[src/rtl/aes_spi_pkg.sv]
// rtl/aes_spi_pkg.sv - shared state encoding, frame-length helpers and FIPS-197 vectors for aes_spi_master
package aes_spi_pkg;

    typedef enum logic [2:0] {
        ST_IDLE,
        ST_SETUP,
        ST_TX,
        ST_TURN,
        ST_RX,
        ST_HOLD,
        ST_DONE
    } state_t;

    function automatic int tx_bits_f(input int nk, input int pad_bits);
        return pad_bits + 128 + 32 * nk;
    endfunction

    function automatic int frame_edges_f(input int nk, input int pad_bits, input int turn_cycles);
        return tx_bits_f(nk, pad_bits) + turn_cycles + 128;
    endfunction

    localparam logic [127:0] FIPS_PT  = 128'h00112233445566778899aabbccddeeff;
    localparam logic [127:0] FIPS_KEY = 128'h000102030405060708090a0b0c0d0e0f;
    localparam logic [127:0] FIPS_CT  = 128'h69c4e0d86a7b0430d8cdb78070b4c55a;

endpackage

[src/rtl/aes_spi_master_clk_gen.sv]
// rtl/aes_spi_master_clk_gen.sv - SCLK divider emitting rise/fall strobes one clk ahead of the SCLK edge
module spi_clk_gen
    import aes_spi_pkg::*;
#(
    parameter int CLK_DIV = 4
) (
    input  logic i_clk,
    input  logic i_rst,
    input  logic i_en,
    output logic o_sclk,
    output logic o_rise,
    output logic o_fall
);

    localparam int DIV_W = $clog2(CLK_DIV);

    logic [DIV_W-1:0] r_cnt;
    logic             r_sclk;
    logic             w_tc;

    assign w_tc   = i_en && (r_cnt == DIV_W'(CLK_DIV - 1));
    assign o_rise = w_tc && !r_sclk;
    assign o_fall = w_tc && r_sclk;
    assign o_sclk = r_sclk;

    // Disabling parks SCLK low and restarts the half-period, so the first edge after enable is a rise.
    always_ff @(posedge i_clk or posedge i_rst) begin
        if (i_rst) begin
            r_cnt  <= '0;
            r_sclk <= 1'b0;
        end else if (!i_en) begin
            r_cnt  <= '0;
            r_sclk <= 1'b0;
        end else if (w_tc) begin
            r_cnt  <= '0;
            r_sclk <= !r_sclk;
        end else begin
            r_cnt <= r_cnt + DIV_W'(1);
        end
    end

endmodule

[src/rtl/aes_spi_master.sv]
// rtl/aes_spi_master.sv - SPI master: sends pad+block+key, turns around, captures 128-bit response.
// Optional AES_SPI_MASTER_FRAME_CNT_EN adds o_frame_count.
module aes_spi_master
    import aes_spi_pkg::*;
#(
    parameter int Nk          = 4,
    parameter int CLK_DIV     = 4,
    parameter int PAD_BITS    = 2,
    parameter int TURN_CYCLES = 2
) (
    input  logic              i_clk,
    input  logic              i_rst,
    input  logic              i_start,
    input  logic [127:0]      i_data_in,
    input  logic [32*Nk-1:0]  i_key_in,
    output logic              o_busy,
    output logic              o_done,
    output logic [127:0]      o_data_out,
    output logic              o_sclk,
    output logic              o_cs,
    output logic              o_sdi,
    input  logic              i_sdo
`ifdef AES_SPI_MASTER_FRAME_CNT_EN
    ,
    output logic [15:0]       o_frame_count
`endif
);

    localparam int TX_BITS     = tx_bits_f(Nk, PAD_BITS);
    localparam int FRAME_EDGES = frame_edges_f(Nk, PAD_BITS, TURN_CYCLES);
    localparam int CNT_W       = $clog2(FRAME_EDGES + 1);
    localparam int HOLD_W      = $clog2(CLK_DIV);

    localparam logic [CNT_W-1:0] TX_LAST    = CNT_W'(TX_BITS - 1);
    localparam logic [CNT_W-1:0] TURN_LAST  = CNT_W'(TX_BITS + TURN_CYCLES - 1);
    localparam logic [CNT_W-1:0] FRAME_LAST = CNT_W'(FRAME_EDGES);

    state_t              r_state;
    state_t              w_next;
    logic [CNT_W-1:0]    r_rise_cnt;
    logic [TX_BITS-1:0]  r_tx;
    logic [127:0]        r_rx;
    logic [127:0]        r_data_out;
    logic                r_cs;
    logic [HOLD_W-1:0]   r_hold_cnt;
    logic                w_gen_en;
    logic                w_rise;
    logic                w_fall;
    logic                w_sclk;

    assign w_gen_en = (r_state == ST_SETUP) || (r_state == ST_TX) ||
                      (r_state == ST_TURN)  || (r_state == ST_RX);

    spi_clk_gen #(.CLK_DIV(CLK_DIV)) u_clk_gen (
        .i_clk  (i_clk),
        .i_rst  (i_rst),
        .i_en   (w_gen_en),
        .o_sclk (w_sclk),
        .o_rise (w_rise),
        .o_fall (w_fall)
    );

    // r_rise_cnt holds the number of rises already issued, so "== N-1 on a rise" means rise N.
    always_comb begin
        w_next = r_state;
        case (r_state)
            ST_IDLE:  if (i_start) w_next = ST_SETUP;
            ST_SETUP: if (w_rise) w_next = ST_TX;
            ST_TX:    if (w_rise && r_rise_cnt == TX_LAST)
                          w_next = (TURN_CYCLES == 0) ? ST_RX : ST_TURN;
            ST_TURN:  if (w_rise && r_rise_cnt == TURN_LAST) w_next = ST_RX;
            ST_RX:    if (w_fall && r_rise_cnt == FRAME_LAST) w_next = ST_HOLD;
            ST_HOLD:  if (r_hold_cnt == HOLD_W'(CLK_DIV - 1)) w_next = ST_DONE;
            ST_DONE:  w_next = ST_IDLE;
            default:  w_next = ST_IDLE;
        endcase
    end

    always_ff @(posedge i_clk or posedge i_rst) begin
        if (i_rst) begin
            r_state    <= ST_IDLE;
            r_rise_cnt <= '0;
            r_tx       <= '0;
            r_rx       <= '0;
            r_data_out <= '0;
            r_cs       <= 1'b1;
            r_hold_cnt <= '0;
        end else begin
            r_state <= w_next;
            if (r_state == ST_IDLE && i_start) begin
                r_tx       <= TX_BITS'({i_data_in, i_key_in});
                r_cs       <= 1'b0;
                r_rise_cnt <= '0;
            end
            if (w_rise)
                r_rise_cnt <= r_rise_cnt + CNT_W'(1);
            // Zeros shift in behind the payload, which keeps SDI low through turnaround and response.
            if (w_fall)
                r_tx <= {r_tx[TX_BITS-2:0], 1'b0};
            if (w_rise && r_state == ST_RX)
                r_rx <= {r_rx[126:0], i_sdo};
            r_hold_cnt <= (r_state == ST_HOLD) ? r_hold_cnt + HOLD_W'(1) : '0;
            if (r_state == ST_HOLD && w_next == ST_DONE) begin
                r_cs       <= 1'b1;
                r_data_out <= r_rx;
            end
        end
    end

    assign o_busy     = (r_state != ST_IDLE) && (r_state != ST_DONE);
    assign o_done     = (r_state == ST_DONE);
    assign o_data_out = r_data_out;
    assign o_sclk     = w_sclk;
    assign o_cs       = r_cs;
    assign o_sdi      = r_tx[TX_BITS-1];

`ifdef AES_SPI_MASTER_FRAME_CNT_EN
    logic [15:0] r_frame_count;

    always_ff @(posedge i_clk or posedge i_rst) begin
        if (i_rst)
            r_frame_count <= '0;
        else if (r_state == ST_DONE)
            r_frame_count <= r_frame_count + 16'd1;
    end

    assign o_frame_count = r_frame_count;
`endif

endmodule

[config.mk]
export PLATFORM = sky130hd
export DESIGN_NAME = aes_spi_master
export DESIGN_NICKNAME = d
export VERILOG_FILES = /design/src/rtl/aes_spi_pkg.sv /design/src/rtl/aes_spi_master_clk_gen.sv /design/src/rtl/aes_spi_master.sv
export SDC_FILE = /design/constraint.sdc
export NUM_CORES = 1
export LEC_CHECK = 0
export ABC_AREA = 1
export ABC_CLOCK_PERIOD_IN_PS = 29600
export CAP_MARGIN = 20
export CORE_ASPECT_RATIO = 0.75
export CORE_MARGIN = 1.5
export CORE_UTILIZATION = 53
export DETAILED_ROUTE_END_ITERATION = 10
export GPL_ROUTABILITY_DRIVEN = 0
export PLACE_DENSITY = 0.78
export SLEW_MARGIN = 20
export SYNTH_ARGS = -nofsm -noshare
export SYNTH_HDL_FRONTEND = slang
export SYNTH_HIERARCHICAL = 1
export SYNTH_SLANG_ARGS = --single-unit
export TNS_END_PERCENT = 100
[constraint.sdc]
create_clock -name i_clk -period 29.6 [get_ports i_clk]
set_input_delay 8.88 -clock i_clk [delete_from_list [all_inputs] [get_ports i_clk]]
set_output_delay 8.88 -clock i_clk [all_outputs]
set_load 0.05 [all_outputs]
# Word-level counts from Yosys, hierarchy flattened
# Index checks and enable logic that the tools add are counted.
# totals
register_bits	532
input_bits	260
output_inout_bits	133
elab_cells	63
# classes
addsub	3
eq_ne	14
n_mux	18
n_reduce_logical	19
# ops
cell	count
$mux W258	2
$eq A9 B9 Y1 const B	3
$mux W3	6
$mux W9	2
$pmux W3 S6	1
$eq A3 B3 Y1 const B	4
$logic_and A1 B1 Y1	10
$add A9 B1 Y9 const B	1
$eq A3 B2 Y1 const B	2
$mux W2	3
$reduce_bool A2 Y1	3
$add A2 B1 Y2 const B	2
$eq A2 B2 Y1 const B	2
$mux W1	4
$eq A3 B1 Y1 const B	1
$logic_not A3 Y1	1
$logic_or A1 B1 Y1	3
$ne A3 B3 Y1 const B	1
$reduce_bool A3 Y1	1
$ne A2 B2 Y1 const B	1
$logic_not A1 Y1	1

# Logic depth before layout (Yosys ltp)
# Gate-level depths: netlist of run 1.
# logic_depth
depth_word	12
depth_mapped	14
mapped_depth_nobuf	11

# Modules after synthesis
# Netlist of run 1, hierarchy kept.
# modules_own_cells
module	instances	cells_each	area_each_um2	seq_area_each_um2
aes_spi_master	1	2535	22611.7	13238.9
spi_clk_gen	1	17	138.9	75.1

# Worst setup path before layout of run 1
# OpenSTA, ideal clock, no wires.
# synth_path
path_kind	reg-to-output
start	register r_state[1]
end	output port o_busy
arrival_ps	1700
required_ps	20720
slack_ps	19020
path_stages_with_launch	4
n_path_buf	0
path_cell_list	dfrtp_1 > inv_1 > nor2_1 > o21ai_0
# synth_between
elab_chain_cells	2
word_cells_on_any_way	3
cone_classes	eq/ne: 1; reduce/logical: 2
# synth_rtl
item	line	rtl
from (decl)	aes_spi_master.sv:38	state_t r_state;
from (signal assigned)	aes_spi_master.sv:89	r_state <= w_next;
$ne A3 B3 Y1 / $reduce_bool A3 Y1 (equally long branches)	aes_spi_master.sv:110	assign o_busy = (r_state != ST_IDLE) && (r_state != ST_DONE);
$logic_and A1 B1 Y1 *	aes_spi_master.sv:110	
to (decl)	aes_spi_master.sv:16	output logic o_busy,
# Every way passes the cells marked *; elsewhere a longest branch is shown, timed or not.

# Worst setup path in the final report of run 1
# layout_path
start	input port i_start
end	register r_tx[116]
# layout_between
elab_chain_cells	2
# layout_rtl
item	line	rtl
from (decl)	aes_spi_master.sv:13	input logic i_start,
$logic_and A1 B1 Y1	aes_spi_master.sv:90	if (r_state == ST_IDLE && i_start) begin
$reduce_bool A2 Y1 (no line)	--	
to (signal assigned)	aes_spi_master.sv:91	r_tx <= TX_BITS'({i_data_in, i_key_in});
to (signal assigned)	aes_spi_master.sv:99	r_tx <= {r_tx[TX_BITS-2:0], 1'b0};
to (decl)	aes_spi_master.sv:41	logic [TX_BITS-1:0] r_tx;
# No other way between the ends.
# A chain may end at the register's enable or synchronous reset.

==> results of run 1 <==
[power by group]
| group | internal [mW] | total [mW] | switching [mW] |
|---|---|---|---|
| sequential | 0.727 | 0.727 | 0 |
| clock | 0.367 | 0.647 | 0.280 |
| combinational | 0.0305 | 0.0523 | 0.0217 |
[worst max path at each step]
stage | start | endpoint | slack [ns] | cells past startpoint
floorplan | i_rst | o_data_out[0] | 5.94 | 1
global placement | i_start | r_tx[161] | 17.40 | 6
detailed placement | i_start | r_tx[116] | 17.33 | 6
CTS | i_start | r_tx[144] | 17.91 | 6
global route | i_start | r_tx[144] | 17.62 | 6
finish | i_start | r_tx[116] | 17.87 | 6
[sequential cells by signal, indices dropped and copies added (netlist names)]
register	flops
r_tx	258
o_data_out	128
r_rx	128
r_rise_cnt	9
r_state	3
r_hold_cnt	2
u_clk_gen/r_cnt	2
o_cs	1
u_clk_gen/o_sclk	1
[kinds of logic (layout without fill, tap and decap cells)]
logic type	count (synthesis)	after routing
xor+xnor	1	1
fa+ha+maj	5	5
simple gates	1499	1499
compound gates	227	227
other cells	0	16
flops	532	532
buf+inv	288	614
[cell type report]
class / instances / area [um^2]
repair buffers: 410 / 4080
clock buffers: 76 / 1500
flip-flops and latches: 532 / 13300
diodes: 16 / 40.0
well taps: 569 / 712
multi-input cells: 1732 / 8130
fillers: 3333 / 13800
clock inverters: 16 / 155
inverters: 112 / 435
[worst max-delay path, stage by stage]
cell and delay [ns]:
clkdlybuf4s50_1 0.44, nand3_4 0.67, buf_4 0.83, buf_4 0.90, nor3_1 0.11, nor3_1 0.23
[cells in the mapped netlist]
master | instances | share of area
nor3_2 | 110 | 0.048
dfstp_2 | 1 | 0.0012
buf_6 | 12 | 0.0059
xor2_1 | 1 | 0.00039
nand4_1 | 3 | 0.00083
inv_1 | 109 | 0.018
buf_2 | 62 | 0.014
o21ai_0 | 217 | 0.048
nand3_4 | 1 | 0.00077
nor2_1 | 530 | 0.087
nand2_4 | 1 | 0.00049
nand3_1 | 15 | 0.0033
a21oi_1 | 5 | 0.0011
buf_1 | 10 | 0.0017
ha_1 | 5 | 0.0027
nor2_4 | 1 | 0.00049
nand4_2 | 1 | 0.00055
buf_4 | 23 | 0.0076
o211ai_1 | 1 | 0.00033
clkbuf_1 | 69 | 0.011
inv_2 | 3 | 0.00049
nor3_1 | 399 | 0.088
o21a_1 | 1 | 0.00033
nand2_1 | 435 | 0.072
dfrtp_1 | 531 | 0.58
o22ai_1 | 3 | 0.00083
nor2_2 | 1 | 0.00028
or2_2 | 2 | 0.00055
[metrics by stage]
stage | power (mW) | hold WS (ns)
6_report | 1.43 | 0.427
5_1_grt | 1.47 | 0.439
4_1_cts | 1.44 | 0.431
3_5_place_dp | 0.794 | 0.422
3_3_place_gp | 0.794 | 0.418
2_1_floorplan | 0.752 | 0.408
[routing by layer]
metal,part of all wire,vias up,global-route usage,routed length [um]
met5,0.00017,-,0,10
met1,0.43,8965,0.355,24800
met4,0.036,2,0.108,2090
li1,-,8826,-,-
met3,0.051,133,0.0404,2910
met2,0.48,546,0.413,27700
==> flow_metrics.py, run 1 <==
metrics = {
    "outcome": {
        "status": "complete, no violations",
    },
    "power_and_ir_drop": {
        "p_leak_nw": 11.6,
        "vdd_ir_drop_max_uv": 43.4,
        "powerDensity_nw_per_um2": 50.3,
    },
    "synth": {
        "synth.distinct_cells": 28,
        "ys_ff_latch": 532,
        "syn_area_per_cell_um2": 8.91,
        "synth_top_family_by_area": "simple AND/OR/NAND/NOR gates",
        "netlist_instances": 2552,
        "synth-compound-area-share": 0.0503,
        "synthAdderAreaFrac": 0.00275,
        "yosysWarnings": 6,
        "synth-xor-area-share": 0.000385,
        "synth_mux_area_frac": 0,
        "synthesis.area_um2": 22800,
        "syn_nets": 2817,
        "yosysSeqAreaShare": 0.585,
        "yosys.area_share.simple": 0.303,
    },
    "final_layout": {
        "nets": 3103,
        "design_area_um2": 28400,
        "mostFrequentLayoutCells": "dfrtp_1 (531), nor2_1 (529), nand2_1 (435)",
        "areaGrowthSynthToFinish_pct": 24.7,
        "drive_gt1_frac": 0.0771,
        "final_common_cell": "dfrtp_1",
        "fin_cells": 3463,
        "postLayoutCoreUtil": 0.672,
    },
    "sta": {
        "fmax_mhz": 85.3,
        "skew_ns": 0.0162,
        "fin_crit_sh": 0.396,
        "maxSlewHeadroom": 0.282,
        "layout_setup_ws_ns": 17.87,
        "worst_pin_slew_ns": 1.08,
        "finalSetupViolations": 0,
        "period_minus_slack_ns": 11.73,
        "finalHoldViolations": 0,
        "rsz0062_at_grt": "false",
        "slew_viol_final": 0,
        "setup_tns_ns": 0,
    },
    "die": {
        "dieArea_um2": 44200,
        "core_region_area_um2": 42200,
        "core.rowCount": 65,
        "start_util": 0.539,
        "boundaryPins": 393,
        "die_w_um": 242,
        "dieHeight_um": 182,
    },
    "placed_design": {
        "numPortBuffers": 392,
        "dp.cells": 3355,
        "hpwl_um": 36300,
        "dp_worst_setup_slack_ns": 17.33,
        "placed_area_um2": 26700,
    },
    "cts": {
        "ctsHoldBuffers": 0,
        "cts_buffers": 50,
        "cts_tree": "built",
        "ctsResizeCount": 0,
        "postCtsSetupBuffers": 0,
        "clock_sinks": 532,
        "htree_levels": 2,
        "cts_root_buf": "clkbuf_16",
        "clk_pin_slew_ns": 0.06,
        "clock_latency_ns": 0.57,
        "cts.path.max_buffers": 3,
    },
    "min_path": {
        "hold_class": "reg -> reg",
        "hold-path-endpoint": "u_clk_gen/r_cnt[0]",
        "min_from": "u_clk_gen/r_cnt[0]",
        "hold_depth": 1,
    },
    "worst_setup_path": {
        "required_ns": 30.08,
        "reg2reg_depth": 12,
        "start_kind": "primary input",
        "critPathKind": "in -> reg",
        "worstPathArrival_ns": 12.21,
        "cp_max_fo": 99,
        "r2r_slack_ns": 25.58,
        "r2r-start": "r_state[0]",
        "endpoint_kind": "register",
        "regToRegEndpoint": "r_rx[24]",
    },
    "global_route": {
        "grt_pass1_wl_um": 93500,
        "grt_pass1_vias": 18100,
        "grt_overflow_total": 0,
        "grt_max_degree": 182,
        "antenna_found_initial": 15,
        "grtUsageTotal": 0.258,
    },
    "route": {
        "wl_per_cell_um": 16.6,
        "finalWirelength_um": 57500,
        "viasPerCell": 5.33,
        "num_vias": 18500,
        "route.detailed.drc": 0,
        "dr.pass1.iters": 5,
        "ant_nets": 0,
        "first_iter_violations": 1536,
    },
    "run": {
        "drv_cap": 0,
    },
}
Note: power is estimated with default switching activity, not from simulation.
==> run 2: changes to the inputs <==
ABC_CLOCK_PERIOD_IN_PS = 11800   (was 29600)
clock period = 11.8 ns   (was 29.6 ns; I/O delays follow)
==> flow_metrics.py, run 2 (synthesized netlist as in run 1, its figures left out) <==
metrics = {
    "outcome": {
        "status": "complete, no violations",
    },
    "die": {
        "dieHeight_um": 182,
        "boundaryPins": 393,
        "die_w_um": 242,
        "core_region_area_um2": 42200,
        "start_util": 0.539,
        "dieArea_um2": 44200,
        "core.rowCount": 65,
    },
    "placed_design": {
        "placed_area_um2": 26700,
        "numPortBuffers": 392,
        "hpwl_um": 35500,
    },
    "route": {
        "met3WireLength_um": 2570,
        "route.detailed.drc": 0,
        "viasPerCell": 5.35,
        "ant_nets": 0,
        "first_iter_violations": 1661,
        "wl_per_cell_um": 16.5,
        "met2_length_um": 27800,
        "highest_layer": "met5",
        "dr.pass1.iters": 5,
        "finalWirelength_um": 57300,
        "wirelength_met1_um": 24900,
        "num_vias": 18500,
    },
    "worst_setup_path": {
        "cp_max_fo": 7,
        "cp_slowest_stage_delay_ns": 0.90,
        "required_ns": 8.26,
        "start_kind": "register",
        "critical-path-top-delay-family": "buffers and inverters",
        "critPathKind": "reg -> out",
        "cp_cell_sequence": "inv_2 -> o21ai_0 -> o21ai_0 -> clkdlybuf4s50_1",
        "cp_slowest_cell": "clkdlybuf4s50_1",
        "worstPathArrival_ns": 2.41,
        "endpoint_kind": "output port",
        "crit_path_frequent_cell": "o21ai_0",
        "crit_buf_inv": 2,
    },
    "sta": {
        "slew_viol_final": 0,
        "hold_slack_ns": 0.439,
        "period_minus_slack_ns": 5.95,
        "finalHoldViolations": 0,
        "rsz0062_at_grt": "false",
        "setup_tns_ns": 0,
        "finalSetupViolations": 0,
        "fin_crit_sh": 0.504,
        "maxSlewHeadroom": 0.261,
        "fmax_mhz": 168,
        "worst_pin_slew_ns": 1.11,
        "skew_ns": 0.0219,
    },
    "final_layout": {
        "top_register": "r_tx",
        "largest_reg_flops": 258,
        "drive_gt1_frac": 0.0805,
        "design_area_um2": 28600,
        "mostFrequentLayoutCells": "dfrtp_1 (531), nor2_1 (529), nand2_1 (435)",
        "postLayoutCoreUtil": 0.677,
        "final_common_cell": "dfrtp_1",
        "areaGrowthSynthToFinish_pct": 25.7,
        "nets": 3107,
    },
    "cts": {
        "htree_levels": 2,
        "clock_latency_ns": 0.59,
        "cts_root_buf": "clkbuf_16",
        "cts_buffers": 51,
        "clock_sinks": 532,
        "postCtsSetupBuffers": 0,
        "ctsResizeCount": 0,
        "ctsHoldBuffers": 0,
        "clk_pin_slew_ns": 0.06,
        "cts_tree": "built",
        "cts.path.max_buffers": 3,
    },
    "run": {
        "drv_cap": 0,
    },
    "power_and_ir_drop": {
        "powerDensity_nw_per_um2": 130,
        "p_leak_nw": 11.7,
        "fin_total_pwr_mw": 3.72,
        "vdd_ir_drop_max_uv": 140,
    },
    "global_route": {
        "grt_overflow_total": 0,
        "grt_max_degree": 260,
        "grt_pass1_vias": 17900,
        "grtUsageTotal": 0.255,
        "antenna_found_initial": 11,
        "grt_pass1_wl_um": 92300,
    },
    "min_path": {
        "hold_class": "reg -> reg",
    },
}
run 2: cell types whose count changed in the layout (fill, tap and decap cells not counted), sizes merged:
cell      delta
buf          +3
bufinv       +5
clkbuf       -5
clkinv       +1
clkinvlp     +1
diode        -5
inv          -2
run 2: layout make-up:
cell class              count  area, um^2
repair buffers            413        4150
fillers                  3290       13600
clock inverters            21         302
clock buffers              71        1520
diodes                     11        27.5
multi-input cells        1732        8130
flip-flops and latches    532       13300
well taps                 569         712
inverters                 112         432
run 2: where the power goes:
group / internal [mW] / switching (mW) / leakage [nW]
clock network: 1.05 / 0.711 / 0.907
registers: 1.82 / 0 / 6.10
logic: 0.0777 / 0.0519 / 4.70
total: 2.95 / 0.763 / 11.7
run 2: worst register-to-register path, delay by kind of cell, from the launching register on:
kind | cells | cell delay, ns
buf+inv | 5 | 2.21
compound gates | 1 | 0.32
flops | 1 | 0.51
simple gates | 5 | 0.94
run 2: final timing paths:
path | startpoint | to | slack (ns) | depth (start not counted)
worst max-delay path | r_state[2] | o_busy | 5.85 | 4
worst min-delay path | r_hold_cnt[0] | r_hold_cnt[0] | 0.44 | 1
worst max register to register | r_state[0] | r_rx[37] | 7.64 | 11
worst min register to register | r_hold_cnt[0] | r_hold_cnt[0] | 0.44 | 1
max in group asynchronous | i_rst | r_tx[90] | 6.67 | 4
min in group asynchronous | i_rst | u_clk_gen/r_cnt[1] | 3.22 | 2
run 2: metal layers:
metal  GRT usage  vias up
met5           0        -
met4       0.101        4
met3      0.0371      118
met2       0.406      460
met1       0.356     9094
li1            -     8838
run 2: stage by stage:
step	cells	worst slack [ns]
CTS	3448	5.82
detailed placement	3356	5.44
global route	3459	5.78
global placement	3356	5.56
finish	3461	5.85
floorplan	2552	1.07
